--- src/rtl/nf10_lfsr16.sv ---
// rtl/nf10_lfsr16.sv - seeded 16-bit Fibonacci LFSR (taps 16,14,13,11)
module nf10_lfsr16 #(
    parameter logic [15:0] SEED = 16'hACE1
) (
    input  logic        clk,
    input  logic        reset,
    input  logic        enable,
    output logic [15:0] state
);

    logic [15:0] lfsr_q;
    logic [15:0] lfsr_d;

    always_comb begin
        lfsr_d = lfsr_q;
        if (enable) begin
            lfsr_d = {lfsr_q[0] ^ lfsr_q[2] ^ lfsr_q[3] ^ lfsr_q[5], lfsr_q[15:1]};
        end
    end

    always_ff @(posedge clk) begin
        if (reset) begin
            lfsr_q <= SEED;
        end else begin
            lfsr_q <= lfsr_d;
        end
    end

    assign state = lfsr_q;

endmodule

--- config.mk ---
export PLATFORM = sky130hd
export DESIGN_NAME = nf10_lfsr16
export DESIGN_NICKNAME = d
export VERILOG_FILES = /design/src/rtl/nf10_lfsr16.sv
export SDC_FILE = /design/constraint.sdc
export NUM_CORES = 1
export LEC_CHECK = 0
export BUFFER_PORTS_ARGS = -buffer_cell sky130_fd_sc_hd__clkbuf_2
export CORE_MARGIN = 1.5
export CORE_UTILIZATION = 30
export DETAILED_ROUTE_END_ITERATION = 8
export PLACE_DENSITY = 0.48
export SYNTH_ARGS = -nofsm -noshare
export SYNTH_HDL_FRONTEND = slang
export SYNTH_SLANG_ARGS = --single-unit
--- constraint.sdc ---
create_clock -name clk -period 0.95 [get_ports clk]
set_input_delay 0.0475 -clock clk [delete_from_list [all_inputs] [get_ports clk]]
set_output_delay 0.0475 -clock clk [all_outputs]
set_load 0.03 [all_outputs]
==> results of run 1 <==
[Yosys cell counts]
| cell type | n | area, µm² |
|---|---|---|
| sky130_fd_sc_hd__nor2_1 | 8 | 30.0 |
| sky130_fd_sc_hd__buf_8 | 1 | 15.0 |
| sky130_fd_sc_hd__a31oi_1 | 1 | 6.26 |
| sky130_fd_sc_hd__buf_6 | 1 | 11.3 |
| sky130_fd_sc_hd__dfxtp_1 | 16 | 320 |
| sky130_fd_sc_hd__clkbuf_2 | 1 | 5.00 |
| sky130_fd_sc_hd__nor3_1 | 1 | 5.00 |
| sky130_fd_sc_hd__xnor2_1 | 3 | 26.3 |
| sky130_fd_sc_hd__inv_1 | 1 | 3.75 |
| sky130_fd_sc_hd__mux2i_1 | 15 | 150 |
| sky130_fd_sc_hd__nand2_1 | 7 | 26.3 |
[per-stage QoR]
| stage | utilization [%] | setup TNS, ns | total power (W) | cell area [µm²] | cells |
|---|---|---|---|---|---|
| after floorplan | - | 0 | 0.000957 | 604 | 55 |
| after global placement | 39.7 | 0 | 0.00102 | 714 | 96 |
| after detailed placement | 39.7 | 0 | 0.00102 | 714 | 96 |
| after CTS | 40.9 | 0 | 0.00137 | 737 | 99 |
| after global routing | 41.3 | -0.00434 | 0.00142 | 744 | 99 |
| final | 41.3 | 0 | 0.00134 | 744 | 99 |
[repair_timing]
action	CTS	global route
resized for setup	0	9
setup endpoints to repair	0	5
setup buffers	0	0
hold endpoints to repair	0	0
[cell families (layout without fill, tap and decap cells)]
| group | Yosys count | count (layout) | synth area share, % |
|---|---|---|---|
| buf+inv | 4 | 23 | 5.84 |
| simple gates | 16 | 16 | 10.2 |
| compound gates | 1 | 1 | 1.04 |
| flops | 16 | 16 | 53.4 |
| xor+xnor | 3 | 3 | 4.38 |
| mux | 15 | 15 | 25.1 |
[how the worst max path moves through the flow]
stage | end | slack, ns | start
final | state[5] | 0.05 | state[5]$_SDFFE_PP1P_
after global routing | state[15] | -0.004 | state[15]$_SDFFE_PP1P_
after CTS | state[12] | 0.01 | state[12]$_SDFFE_PP0P_
after detailed placement | state[15]$_SDFFE_PP1P_ | 0.08 | state[3]$_SDFFE_PP0P_
after global placement | state[15]$_SDFFE_PP1P_ | 0.1 | state[3]$_SDFFE_PP0P_
after floorplan | state[15]$_SDFFE_PP1P_ | 0.04 | state[2]$_SDFFE_PP0P_
[layer usage]
layer / vias to the layer above / wire length, µm / GRT usage [%]
met1: 181 / 548 / 14.0
met3: 2 / 53 / 5.66
met2: 12 / 426 / 14.1
met5: - / 0 / 0
met4: 0 / 12 / 4.86
li1: 223 / - / -
[worst reg2reg max path: stages, from the launching register on]
cell                      delay (ns)
sky130_fd_sc_hd__dfxtp_2        0.34
sky130_fd_sc_hd__xnor2_1        0.18
sky130_fd_sc_hd__xnor2_1        0.14
sky130_fd_sc_hd__a31oi_1        0.09
[where the power goes]
group	leakage, nW	internal, W	switching [W]	total (W)
registers	0.133	0.000717	0.0000333	0.000751
logic	0.212	0.0000949	0.000161	0.000256
clock network	0.0138	0.000147	0.000188	0.000335
[layout make-up]
type | count | share of cell area, %
clock buffers | 3 | 3.03
repair buffers | 19 | 15.8
inverters | 1 | 0.504
well taps | 25 | 4.20
multi-input cells | 35 | 32.8
flip-flops and latches | 16 | 43.7
==> impl_results.rst, run 1 <==
.. list-table::
   :header-rows: 1

   * - Metric
     - Value
   * - Count of antenna-violating nets left after detailed routing
     - 0
   * - Clock edge transition at the registers on the reported setup and hold paths
     - 0.08 ns
   * - Fillers
     - 204
   * - CTS tree
     - done
   * - Layout cell share with drive strength beyond 1
     - 35.1%
   * - Detailed-route via count
     - 418
   * - Worst hold slack after final layout
     - 0.0841 ns
   * - Fin. max-slew vios
     - 0
   * - Category of the worst setup path capture point
     - primary output
   * - Largest voltage drop on the vdd net
     - 999 µV
   * - Clk Latency, worst-skew pair
     - 0.28 ns
   * - First-pass GRT wire length
     - 1.62 mm
   * - I/O pin count
     - 19
   * - Worst hold path stage count
     - 2
   * - Post-place setup slack
     - 0.0842 ns
   * - Clock buffer count from CTS
     - 3
   * - Status
     - completed
   * - Leading cell types in the layout, fill and taps excluded
     - sky130_fd_sc_hd__mux2i_1, sky130_fd_sc_hd__clkbuf_2, sky130_fd_sc_hd__dfxtp_1, sky130_fd_sc_hd__nor2_1, sky130_fd_sc_hd__nand2_1
   * - Sequential share of the synthesized area
     - 53.4%
   * - Transition at the pin with the smallest max-transition slack
     - 0.258 ns
   * - Root Buffer Master
     - sky130_fd_sc_hd__clkbuf_4
   * - Worst Setup Path Type
     - register to primary output
   * - Maximum level of the CTS H-tree
     - 1
   * - YS warnings
     - 0
   * - Max-cap violations
     - 0
   * - WP depth
     - 1
   * - Die span in y
     - 47.7 µm
   * - Largest register FFs
     - 16
   * - Clock period minus worst slack
     - 0.902 ns
   * - Die Footprint
     - 2270 µm²
   * - Crit path DAT
     - 0.85 ns
   * - Area occupied by registers
     - 325 µm²
   * - Type of the tightest min-delay check
     - input pin to register
   * - Net Count, Synth
     - 58
   * - Peak fanout along the critical path
     - 4
   * - Gate Count Post-Synth
     - 55
   * - Number of I/O port buffers
     - 18
   * - Normalized max-slew margin
     - 82.8%
   * - Remaining global-route overflow
     - 0
   * - Worst Path Required
     - 0.90 ns
   * - Detailed Route Iter0 Violations
     - 4
   * - Worst-case register-to-register setup slack
     - 0.08 ns
   * - Estimated wirelength of the detail-placed design
     - 715 µm
   * - Footprint of the multi-input gates
     - 244 µm²
   * - Largest net degree at the start of global routing
     - 18
   * - Area of the mapped netlist
     - 599 µm²
   * - Final-stage net count
     - 79
   * - Total routing resource utilization after global routing
     - 10.6%
   * - Number of synthesized register bits
     - 16
   * - Sink count of the clock tree
     - 16
   * - Final setup slack of the worst path
     - 0.0481 ns
   * - Largest buffer count on any clock path
     - 2
   * - Slowest cell on crit path
     - sky130_fd_sc_hd__dfxtp_2
   * - Hold violation count in the final report
     - 0
   * - Clock skew
     - 0.000997 ns
   * - 1st-pass router iterations
     - 2
   * - Vias in the first global route
     - 387
   * - Final routed wirelength across all metal layers
     - 1.04 mm
   * - Final weighted congestion in routability-driven placement
     - 0.697
   * - End point of the most critical hold path
     - state[2]$_SDFFE_PP0P_
   * - Remaining design rule violation count
     - 0
   * - Reported leakage power
     - 0.359 nW
   * - Drt wl/cell
     - 10.5 µm
   * - Worst Reg2Reg Path Length in Cells
     - 3
   * - Quantity of hold-fixing buffers added after cts
     - 0
   * - Leading cell type in the layout, fill and taps excluded
     - sky130_fd_sc_hd__mux2i_1
   * - Average footprint of a synthesized cell
     - 10.9 µm²
   * - Top achievable clock speed
     - 1110 MHz
   * - Startpoint of the worst hold path
     - reset
   * - Overall die width
     - 47.7 µm
   * - Worst R2R End
     - state[15]$_SDFFE_PP1P_
   * - Critical path's top delay family
     - flip-flops
   * - Starting density of the core
     - 33.3%
   * - Netlist cell types
     - 11
   * - Final clock period utilization by the worst path
     - 94.9%
   * - Setup-violating endpoint count in the final report
     - 0
   * - Floorplan Core Area
     - 1800 µm²
   * - Num rows
     - 15
   * - Layout overhead on the synthesized area
     - 24.2%
   * - Critical Path Start Type
     - register
   * - Combined buffer and inverter count along the critical path
     - 1
   * - Antenna violations before repair
     - 0
   * - Via count normalized by instance count
     - 4.22
   * - Critical-path cell list
     - clkbuf_2
   * - # diodes
     - 0
   * - Stage delay of the slowest cell on the critical path
     - 0.36 ns
   * - P per Cell Area
     - 1800 nW/µm²
   * - Worst r2r src
     - state[0]$_SDFFE_PP1P_
Note: power is estimated with default switching activity, not from simulation.
==> run 2, diff against run 1 <==
==> constraint.sdc (replaced) <==
create_clock -name clk -period 1 [get_ports clk]
set_input_delay 0.05 -clock clk [delete_from_list [all_inputs] [get_ports clk]]
set_output_delay 0.05 -clock clk [all_outputs]
set_load 0.03 [all_outputs]
==> run 2 against run 1 <==
  * Total power fell by 5.3%
  * Cell count unchanged
  * Highest routed layer unchanged
  * Die area stayed put
==> impl_results.rst, run 2 (synthesized netlist as in run 1, its figures left out) <==
.. list-table::
   :header-rows: 1

   * - Metric
     - Value
   * - Status
     - completed
   * - Layout cell share with drive strength beyond 1
     - 35.1%
   * - Worst hold path stage count
     - 2
   * - Peak fanout along the critical path
     - 4
   * - Normalized max-slew margin
     - 83.8%
   * - Post-route setup TNS
     - 0 ns
   * - Drt wl/cell
     - 10.3 µm
   * - Post-cts sizing count
     - 0
   * - P per Cell Area
     - 1720 nW/µm²
   * - Max-cap violations
     - 0
   * - Clock buffer count from CTS
     - 3
   * - Slowest cell on crit path
     - sky130_fd_sc_hd__dfxtp_2
   * - Largest register FFs
     - 16
   * - Critical path's top delay family
     - flip-flops
   * - Clock skew
     - 0.000875 ns
   * - Total routing resource utilization after global routing
     - 10.2%
   * - Worst R2R End
     - state[15]$_SDFFE_PP1P_
   * - Leading cell types in the layout, fill and taps excluded
     - sky130_fd_sc_hd__clkbuf_2, sky130_fd_sc_hd__mux2i_1, sky130_fd_sc_hd__dfxtp_1, sky130_fd_sc_hd__nor2_1, sky130_fd_sc_hd__nand2_1
   * - Number of I/O port buffers
     - 18
   * - Hold violation count in the final report
     - 0
   * - Worst Setup Path Type
     - register to primary output
   * - Worst r2r src
     - state[3]$_SDFFE_PP0P_
   * - Clock period minus worst slack
     - 0.904 ns
   * - Remaining design rule violation count
     - 0
   * - Combined buffer and inverter count along the critical path
     - 1
   * - Worst hold slack after final layout
     - 0.0899 ns
   * - Clock edge transition at the registers on the reported setup and hold paths
     - 0.08 ns
   * - Antenna violations before repair
     - 0
   * - Detailed Route Iter0 Violations
     - 4
   * - Remaining global-route overflow
     - 0
   * - Worst-case register-to-register setup slack
     - 0.14 ns
   * - End point of the most critical hold path
     - state[2]$_SDFFE_PP0P_
   * - Top achievable clock speed
     - 1110 MHz
   * - Die span in y
     - 47.7 µm
   * - CTS tree
     - done
   * - Critical Path Start Type
     - register
   * - Final-stage net count
     - 79
   * - Count of antenna-violating nets left after detailed routing
     - 0
   * - Quantity of hold-fixing buffers added after cts
     - 0
   * - Largest voltage drop on the vdd net
     - 753 µV
   * - Detailed-route via count
     - 427
   * - Fin. max-slew vios
     - 0
   * - I/O pin count
     - 19
   * - Critical-path cell list
     - clkbuf_2
   * - Final routed wirelength across all metal layers
     - 1.02 mm
   * - WP depth
     - 1
   * - Post-CTS Setup Bufs
     - 0
   * - Category of the worst setup path capture point
     - primary output
   * - Layout overhead on the synthesized area
     - 23.0%
   * - Final clock period utilization by the worst path
     - 90.4%
   * - Worst Reg2Reg Path Length in Cells
     - 3
   * - Vias in the first global route
     - 349
   * - Stage delay of the slowest cell on the critical path
     - 0.37 ns
   * - Leading cell type in the layout, fill and taps excluded
     - sky130_fd_sc_hd__clkbuf_2
   * - Largest net degree at the start of global routing
     - 18
   * - Unrepaired setup endpoints after global routing
     - no
   * - Maximum level of the CTS H-tree
     - 1
   * - Worst Path Required
     - 0.95 ns
   * - Type of the tightest min-delay check
     - input pin to register
   * - Transition at the pin with the smallest max-transition slack
     - 0.242 ns
   * - Post-place setup slack
     - 0.139 ns
   * - Beginning of the critical path
     - state[5]$_SDFFE_PP1P_
   * - Clk Latency, worst-skew pair
     - 0.27 ns
   * - Overall die width
     - 47.7 µm
   * - # diodes
     - 0
   * - Root Buffer Master
     - sky130_fd_sc_hd__clkbuf_4
   * - Reported leakage power
     - 0.359 nW
   * - Sink count of the clock tree
     - 16
   * - Starting density of the core
     - 33.3%
   * - First-pass GRT wire length
     - 1.59 mm
   * - Num rows
     - 15
   * - Via count normalized by instance count
     - 4.31
   * - Total power
     - 0.00127 W
   * - Setup-violating endpoint count in the final report
     - 0
   * - Startpoint of the worst hold path
     - reset
   * - 1st-pass router iterations
     - 3
   * - Largest buffer count on any clock path
     - 2
   * - Floorplan Core Area
     - 1800 µm²
   * - Die Footprint
     - 2270 µm²
   * - Final weighted congestion in routability-driven placement
     - 0.670
   * - Crit path DAT
     - 0.85 ns
   * - Final setup slack of the worst path
     - 0.0956 ns
run 2: how the worst max path moves through the flow:
stage	slack [ns]	end
detailed placement	0.14	state[15]$_SDFFE_PP1P_
CTS	0.08	state[1]
global route	0.03	state[6]
floorplan	0.09	state[15]$_SDFFE_PP1P_
finish	0.1	state[5]
global placement	0.15	state[15]$_SDFFE_PP1P_
run 2: layout make-up:
type / count / area, µm²
Clock buffer: 3 / 22.5
Fill cell: 205 / 1060
Inverter: 1 / 3.75
Multi-Input combinational cell: 35 / 244
Sequential cell: 16 / 325
Tap cell: 25 / 31.3
Timing Repair Buffer: 19 / 110
run 2: per-layer routing:
| metal | global-route usage, % | vias up | wire length (µm) |
|---|---|---|---|
| li1 | - | 222 | - |
| met5 | 0 | - | 0 |
| met4 | 6.49 | 0 | 15 |
| met2 | 13.1 | 12 | 435 |
| met3 | 3.40 | 4 | 60 |
| met1 | 14.5 | 189 | 511 |
run 2: per-stage QoR:
stage | instance area (µm²) | util (%) | std cells
finish | 737 | 40.9 | 99
detailed placement | 714 | 39.7 | 96
global route | 737 | 40.9 | 99
floorplan | 604 | - | 55
global placement | 714 | 39.7 | 96
CTS | 737 | 40.9 | 99
run 2: where the power goes:
part | internal [W] | switching (W) | leakage (nW) | total, W
combinational | 0.0000852 | 0.000151 | 0.213 | 0.000236
sequential | 0.000682 | 0.0000324 | 0.133 | 0.000714
clock | 0.000139 | 0.000181 | 0.0138 | 0.000320
run 2: worst reg2reg max path: cells and delay by family (launching register included):
kind	cells	cell delay (ns)
AO/OA/AOI/OAI	1	0.09
flip-flops	1	0.35
XOR/XNOR	2	0.32
